File: config.mk
export PLATFORM = sky130hd
export DESIGN_NAME = mesh_port_arbiter
export DESIGN_NICKNAME = d
export VERILOG_FILES = /design/src/rtl/mesh_port_arbiter.sv
export SDC_FILE = /design/constraint.sdc
export NUM_CORES = 1
export LEC_CHECK = 0
export ABC_AREA = 1
export ABC_CLOCK_PERIOD_IN_PS = 3670
export CORE_MARGIN = 2
export CORE_UTILIZATION = 30
export DETAILED_ROUTE_END_ITERATION = 10
export HOLD_SLACK_MARGIN = 0.12
export PLACE_DENSITY = 0.65
export SKIP_CTS_REPAIR_TIMING = 1
export SYNTH_ARGS = -nofsm -noshare
export SYNTH_HDL_FRONTEND = slang
export SYNTH_SLANG_ARGS = --single-unit
File: constraint.sdc
create_clock -name clk -period 3.67 [get_ports clk]
set_clock_uncertainty 0.2 [all_clocks]
set_input_delay 0.734 -clock clk [delete_from_list [all_inputs] [get_ports clk]]
set_output_delay 0.734 -clock clk [all_outputs]
set_load 0.01 [all_outputs]
File: src/rtl/mesh_port_arbiter.sv
// Round-robin arbiter sharing one mesh router output port between N_REQ input FIFOs.
// Pops one FIFO head per accepted word, holds it until out_rdy, and flags long stalls.
module mesh_port_arbiter #(
  parameter int unsigned N_REQ     = 4,
  parameter int unsigned bits      = 32,
  parameter int unsigned STALL_MAX = 100
) (
  input  logic                       clk,
  input  logic                       rst,
  input  logic [N_REQ-1:0]           pndng,
  input  logic [N_REQ*bits-1:0]      din,
  output logic [N_REQ-1:0]           pop,
  output logic [bits-1:0]            dout,
  output logic                       out_vld,
  input  logic                       out_rdy,
  output logic [$clog2(N_REQ)-1:0]   grant_id,
  output logic                       stall_err
);

  localparam int unsigned ID_W  = $clog2(N_REQ);
  localparam int unsigned SUM_W = ID_W + 1;
  localparam int unsigned CNT_W = $clog2(STALL_MAX + 1);

  typedef enum logic {S_IDLE, S_HOLD} state_t;

  state_t                 state, state_nxt;
  logic                   load;
  logic                   any_req;
  logic [ID_W-1:0]        rr_ptr;
  logic [ID_W-1:0]        win;
  logic [ID_W-1:0]        off;
  logic [SUM_W-1:0]       sum;
  logic [2*N_REQ-1:0]     dbl;
  logic [N_REQ-1:0]       rot;
  logic [CNT_W-1:0]       stall_cnt;
  logic [bits-1:0]        words [N_REQ];

  for (genvar g = 0; g < int'(N_REQ); g++) begin : g_slice
    assign words[g] = din[g*bits +: bits];
  end

  // Rotate requests so rr_ptr sits at bit 0, take the first set bit, rotate back.
  always_comb begin
    dbl = {pndng, pndng} >> rr_ptr;
    rot = dbl[N_REQ-1:0];
    off = '0;
    for (int k = int'(N_REQ) - 1; k >= 0; k--) begin
      if (rot[k]) off = ID_W'(k);
    end
    sum = SUM_W'(rr_ptr) + SUM_W'(off);
    if (sum >= SUM_W'(N_REQ)) sum = sum - SUM_W'(N_REQ);
    win     = sum[ID_W-1:0];
    any_req = |pndng;
  end

  always_ff @(posedge clk) begin
    if (rst) state <= S_IDLE;
    else     state <= state_nxt;
  end

  // Output register is free when empty or being drained this cycle; reset blocks any pop.
  always_comb begin
    state_nxt = state;
    load      = 1'b0;
    pop       = '0;
    case (state)
      S_IDLE: begin
        if (any_req) begin
          load      = 1'b1;
          state_nxt = S_HOLD;
        end
      end
      S_HOLD: begin
        if (out_rdy) begin
          if (any_req) load = 1'b1;
          else         state_nxt = S_IDLE;
        end
      end
      default: state_nxt = S_IDLE;
    endcase
    if (rst) begin
      load      = 1'b0;
      state_nxt = S_IDLE;
    end
    if (load) pop = N_REQ'(1) << win;
  end

  assign out_vld = (state == S_HOLD);

  always_ff @(posedge clk) begin
    if (rst) begin
      dout     <= '0;
      grant_id <= '0;
      rr_ptr   <= '0;
    end else if (load) begin
      dout     <= words[win];
      grant_id <= win;
      rr_ptr   <= (win == ID_W'(N_REQ - 1)) ? '0 : win + ID_W'(1);
    end
  end

  // Watchdog: count blocked cycles, saturate, latch the error until reset.
  always_ff @(posedge clk) begin
    if (rst) begin
      stall_cnt <= '0;
      stall_err <= 1'b0;
    end else begin
      if (!out_vld || out_rdy)                  stall_cnt <= '0;
      else if (stall_cnt != CNT_W'(STALL_MAX))  stall_cnt <= stall_cnt + CNT_W'(1);
      if (stall_cnt == CNT_W'(STALL_MAX))       stall_err <= 1'b1;
    end
  end

endmodule

==> results of run 1 <==
==> through the flow <==
stage	setup WS, ns	util [%]
2_1_floorplan	0.439	-
3_3_place_gp	-0.412	47.6
3_5_place_dp	-0.542	47.6
4_1_cts	-0.557	49.1
5_1_grt	0.0685	49.6
6_report	0.258	49.6
==> registers in the layout (all words and copies together), names as in the netlist <==
register   count
stall_err      1
stall_cnt      7
rr_ptr         2
out_vld        1
grant_id       2
dout          32
==> cell usage after synthesis <==
library cell,n
buf_2,7
xor2_1,1
nand3_4,1
nand4_1,35
nand2_8,1
o21ai_0,3
or3_1,1
clkbuf_1,13
ha_1,4
a21boi_0,1
a21oi_4,1
xnor2_1,3
nor2_1,12
inv_2,4
nand3_2,28
nand2_4,1
dfxtp_1,45
nand2_1,278
a21oi_1,7
buf_12,3
nand2_2,2
nor3_1,2
buf_4,9
a211oi_1,1
nand3_1,51
buf_1,4
inv_1,42
clkinv_2,1
==> per-layer routing <==
metal,share of wire (%),GRT usage (%),wire [um]
met1,43,21.1,4760
met2,49,32.4,5410
met3,7.4,3.47,827
met4,1.1,4.73,120
met5,0,0,0
==> how the worst max path moves through the flow <==
stage | to | slack (ns) | depth (start not counted)
6_report | pop[3] | 0.26 | 14
5_1_grt | pop[3] | 0.07 | 14
4_1_cts | pop[3] | -0.56 | 14
3_5_place_dp | pop[3] | -0.54 | 14
3_3_place_gp | pop[3] | -0.41 | 14
2_1_floorplan | pop[3] | 0.44 | 13
==> logic make-up (layout without fill, tap and decap cells) <==
kind of cell	after synthesis	after routing	synth area share, %
and+or+nand+nor	412	412	56.6
buffers and inverters	83	245	11.9
DFF	45	45	26.6
AOI/OAI and AO/OA	13	13	2.40
adders and majority gates	4	4	1.48
xor gates and xnor gates	4	4	1.03
==> cell type report <==
type                       count  area [sq um]  area share (%)
sequential                    45           901            16.6
clock buffer                   7           153            2.81
inverter                      47           178            3.28
clock inverter                 1          5.00          0.0923
timing repair buffer         190          1890            34.8
multi-input combinational    433          2120            39.2
tap                          140           175            3.23
==> tightest hold or removal path: cells and delay by family (launching register included) <==
kind,cells,cell delay (ns)
AOI/OAI and AO/OA,1,0.05
and+or+nand+nor,1,0.06
DFF,1,0.31
==> report_power, final <==
group / switching [mW] / internal (mW) / leakage [nW] / total, mW
registers: 0.0645 / 0.590 / 0.368 / 0.655
clock network: 0.178 / 0.288 / 0.0799 / 0.466
logic: 1.07 / 0.755 / 2.23 / 1.82
==> flow_summary.toml, run 1 <==
[logic_synthesis]
synth-seq-cells = 45
ys_seq_area_share_pct = 26.6
avgSynthCellArea_sq_um = 6.05
synth_top_area_share_pct = 30.8
syn_nets = 700
syn-cell-area_sq_um = 3390
synth_cell_types = 28
yosys-top-cells-area = "nand2_1 (31%), dfxtp_1 (27%), nand3_2 (8.3%)"
synth_top_area_cell = "nand2_1"
syn_inst = 561
yosysWarnings = 0

[layout]
fin_cells = 863
syn_to_final_growth_pct = 59.9
final_common_cell = "nand2_1"
final_area_sq_um = 5420
n_fill_cell = 1113
final_nets = 861
antenna_cells = 0
layout_common_cells = "nand2_1 (275), clkdlybuf4s50_1 (166), nand3_1 (50)"
drive_above_1_share_pct = 10.1

[setup_path]
slowest_stage = "ha_2"
cp.arrival_ns = 2.48
path_class = "input pin to primary output"
worstReg2RegStart = "rr_ptr[0]"
worstSetupStartpoint = "pndng[0]"
reg2reg_slack_ns = 0.64
cp_num_buf_inv = 3
end_kind = "primary output"
required_ns = 2.74
path_max_fanout = 4
max_stage_delay_ns = 0.24
path_delay_family = "simple AND/OR/NAND/NOR gates"
worstRegToRegCells = 16
r2r-end = "dout[15]"
crit_chain = "dlymetal6s2s_1 > nand2_2 > nand3_1 > nand2_1 > nand3_1 > a21boi_2 > ha_2 > xnor2_4 > nand3_4 > nand2_8 > ha_1 > inv_1 > nor2_1 > clkbuf_2"
path_common_cell = "nand3_1"
crit_path_start_kind = "input pin"

[place]
place_area_sq_um = 5210
placedCellCount = 854
gp_congestion = 0.870
hpwlAfterDp_um = 8160
portBuffers = 174

[routing]
wl_per_cell_um = 12.9
ant_nets = 0
route.detailed.drc = 0
vias = 4011
drtIter0Drc = 164
via_per_inst = 4.65
dr.pass1.iters = 4
wirelength_um = 11100

[sta]
setup_viol = 0
whs_ns = 0.261
drv_slew = 0
tightest_slew_ns = 0.824
finalCritPeriodShare_pct = 93.0
post-route-min-period_ns = 3.41
fin_tns_setup_ns = 0
fmaxAchievable_mhz = 293
maxSlewHeadroom_pct = 45.1
hold_viol_final = 0
rsz0062_at_grt = "no"

[grt]
grt_max_degree = 68
grtUsageTotal_pct = 17.7
grt_pass1_wl_um = 17400
overflow = 0
grt_pass1_vias = 3728
antenna_found_initial = 0

[clocking]
cts_tree = "yes"
clk_latency_ns = 0.28
cts_buffer_depth = 2
root_buffer = "clkbuf_16"
cts_buffers = 5
path_clk_slew_ns = 0.06
cts.sinks = 45
cts_max_level = 2

[job]
maxCapViolCount = 0

[hold_path]
worstHoldStart = "stall_cnt[5]"
hold_path_class = "flop to flop"
hold_end = "stall_cnt[5]"
worstHoldPathCells = 2

[floorplan]
start_util_pct = 31.0
die_w_um = 110
core_area_sq_um = 10900
die_height_um = 110
die_area_sq_um = 12200
num_rows = 38
top_level_ports = 175

[pwr]
ir_worst_vdd_uv = 320
finalPower_mw = 2.94
power.density_nw_per_um2 = 543
leakagePower_nw = 2.68

[status]
status = "completed"
Note: power is estimated with default switching activity, not from simulation.
==> run 2, diff against run 1 <==
--- a/config.mk
+++ b/config.mk
@@ -5,7 +5,7 @@
 export SDC_FILE = /design/constraint.sdc
 export NUM_CORES = 1
 export LEC_CHECK = 0
-export ABC_AREA = 1
+export ABC_AREA = 0
 export ABC_CLOCK_PERIOD_IN_PS = 3670
 export CORE_MARGIN = 2
 export CORE_UTILIZATION = 30
==> run 2 against run 1 <==
  * Global-route usage shrank 1.9 points
  * Sequential share of layout area grew 0.054 points
  * Critical path depth shrank 4
  * Design area shrank 0.32%
  * Critical endpoint unchanged
==> flow_summary.toml, run 2 <==
[layout]
top_regs = "dout x32, stall_cnt x7"
syn_to_final_growth_pct = 59.5
fin_cells = 653
drive_above_1_share_pct = 24.4
final_common_cell = "clkdlybuf4s50_1"
final_nets = 651
fin_util_pct = 49.4
layout_common_cells = "clkdlybuf4s50_1 (166), mux2_2 (64), dfxtp_1 (45)"
n_fill_cell = 1034
antenna_cells = 0
largest_reg_flops = 32
largest-register = "dout"

[pwr]
leakagePower_nw = 2.05
switching_share_pct = 38.3
p_int_mw = 2.09
comb_power_share_pct = 62.5
finalPower_mw = 3.38
power.switching_mw = 1.30
power.density_nw_per_um2 = 626
power_frac_clock_pct = 14.0
ir_worst_vdd_uv = 290
seq_power_share_pct = 23.5

[routing]
ant_nets = 0
wl_per_cell_um = 16.0
drtIter0Drc = 65
vias = 3439
dr.pass1.iters = 4
wirelength_um = 10400
route.detailed.drc = 0
via_per_inst = 5.27

[logic_synthesis]
netlist_top_cells_count = "mux2_2 (64), dfxtp_1 (45), a221oi_1 (44)"
synth_cell_types = 42
synthArstFlopShare_pct = 0
synth_top_area_cell = "dfxtp_1"
synth_edf_count = 0
syn_nets = 488
synth-seq-cells = 45
ys_seq_area_share_pct = 26.6
syn_inst = 349
synthFlopType = "dfxtp_1"
yosysWarnings = 0
syn-cell-area_sq_um = 3390
synth_top_area_share_pct = 26.6
avgSynthCellArea_sq_um = 9.71
synth_most_common_cell = "mux2_2"
yosys-top-cells-area = "dfxtp_1 (27%), mux2_2 (21%), a221oi_1 (11%)"

[setup_path]
required_ns = 2.74
crit_path_start_kind = "input pin"
cp.arrival_ns = 2.57
path_class = "input pin to primary output"
end_kind = "primary output"
reg2reg_slack_ns = 0.42
path_max_fanout = 5

[clocking]
clk_latency_ns = 0.29
root_buffer = "clkbuf_16"
cts_max_level = 2
cts.sinks = 45
cts_tree = "yes"
cts_buffers = 5
path_clk_slew_ns = 0.07
cts_buffer_depth = 2

[status]
status = "completed"

[place]
placedCellCount = 645
portBuffers = 174
gp_congestion = 0.826
hpwlAfterDp_um = 7660

[grt]
grt_pass1_wl_um = 15500
overflow = 0
grtUsageTotal_pct = 15.9
grt_pass1_vias = 3347
grt_max_degree = 65
antenna_found_initial = 0

[floorplan]
top_level_ports = 175
core_area_sq_um = 10900
die_area_sq_um = 12200
num_rows = 38
start_util_pct = 31.0
die_w_um = 110
die_height_um = 110

[sta]
post-route-min-period_ns = 3.51
fin_tns_setup_ns = 0
setup_viol = 0
maxSlewHeadroom_pct = 33.8
tightest_slew_ns = 0.993
fmaxAchievable_mhz = 285
rsz0062_at_grt = "no"
finalCritPeriodShare_pct = 95.6
hold_viol_final = 0
drv_slew = 0

[job]
maxCapViolCount = 0

[hold_path]
hold_path_class = "flop to flop"
## run 2: critical path, stage by stage
cell	delay, ns
dlymetal6s2s_1	0.18
or4_1	0.52
o211ai_1	0.11
ha_2	0.22
xnor2_2	0.13
xnor2_2	0.15
inv_2	0.05
ha_1	0.18
and2_1	0.13
dlymetal6s2s_1	0.17
## run 2: per-layer routing
metal | GRT usage, % | vias to the layer above | part of all wire (%)
met5 | 0 | - | 0
met3 | 4.06 | 6 | 7.5
li1 | - | 1690 | -
met2 | 30.3 | 108 | 52
met4 | 3.21 | 0 | 0.62
met1 | 17.7 | 1635 | 40
## run 2: cell families (layout without fill, tap and decap cells)
family	Yosys count	after routing	synth area share (%)
simple gates	76	76	11.4
compound gates	109	109	28.3
mux	65	65	21.6
xor+xnor	8	8	2.29
buf+inv	42	206	8.38
flops	45	45	26.6
fa+ha+maj	4	4	1.48
## run 2: through the flow
| stage | hold WS, ns | area, sq um | worst slack [ns] |
|---|---|---|---|
| after floorplan | 0.274 | 3390 | 0.170 |
| after global placement | 0.235 | 5210 | -0.457 |
| after detailed placement | 0.243 | 5210 | -0.535 |
| after CTS | 0.253 | 5370 | -0.531 |
| after global routing | 0.275 | 5410 | 0.0751 |
| final | 0.248 | 5410 | 0.163 |
## run 2: power groups by stage
stage / Clock, mW / Sequential [mW] / Combinational, mW
2_1_floorplan: 0 / 0.867 / 1.31
3_3_place_gp: 0 / 0.791 / 2.09
3_5_place_dp: 0 / 0.804 / 2.13
4_1_cts: 0.489 / 0.795 / 2.14
5_1_grt: 0.504 / 0.823 / 2.29
6_report: 0.473 / 0.795 / 2.11
## run 2: path summary, 6_finish.rpt
check / start / to / cells after the start
max reg2reg: rr_ptr[0] / dout[16] / 8
min reg2reg: dout[6] / dout[6] / 2
max: pndng[0] / pop[3] / 10
min: dout[6] / dout[6] / 2
## run 2: layout make-up
| type | instances | area (sq um) | share of cell area [%] |
|---|---|---|---|
| clock inverters | 3 | 28.8 | 0.532 |
| repair buffers | 193 | 1920 | 35.5 |
| well taps | 140 | 175 | 3.24 |
| flip-flops and latches | 45 | 901 | 16.7 |
| inverters | 5 | 18.8 | 0.347 |
| clock buffers | 5 | 125 | 2.31 |
| multi-input cells | 262 | 2240 | 41.4 |
==> run 3, diff against run 2 <==
--- a/config.mk
+++ b/config.mk
@@ -9,6 +9,7 @@
 export ABC_CLOCK_PERIOD_IN_PS = 3670
 export CORE_MARGIN = 2
 export CORE_UTILIZATION = 30
+export CTS_CLUSTER_DIAMETER = 100
 export DETAILED_ROUTE_END_ITERATION = 10
 export HOLD_SLACK_MARGIN = 0.12
 export PLACE_DENSITY = 0.65
==> results of run 3 <==
Same layout as run 2: the final DEF is identical, and so are final timing and power.
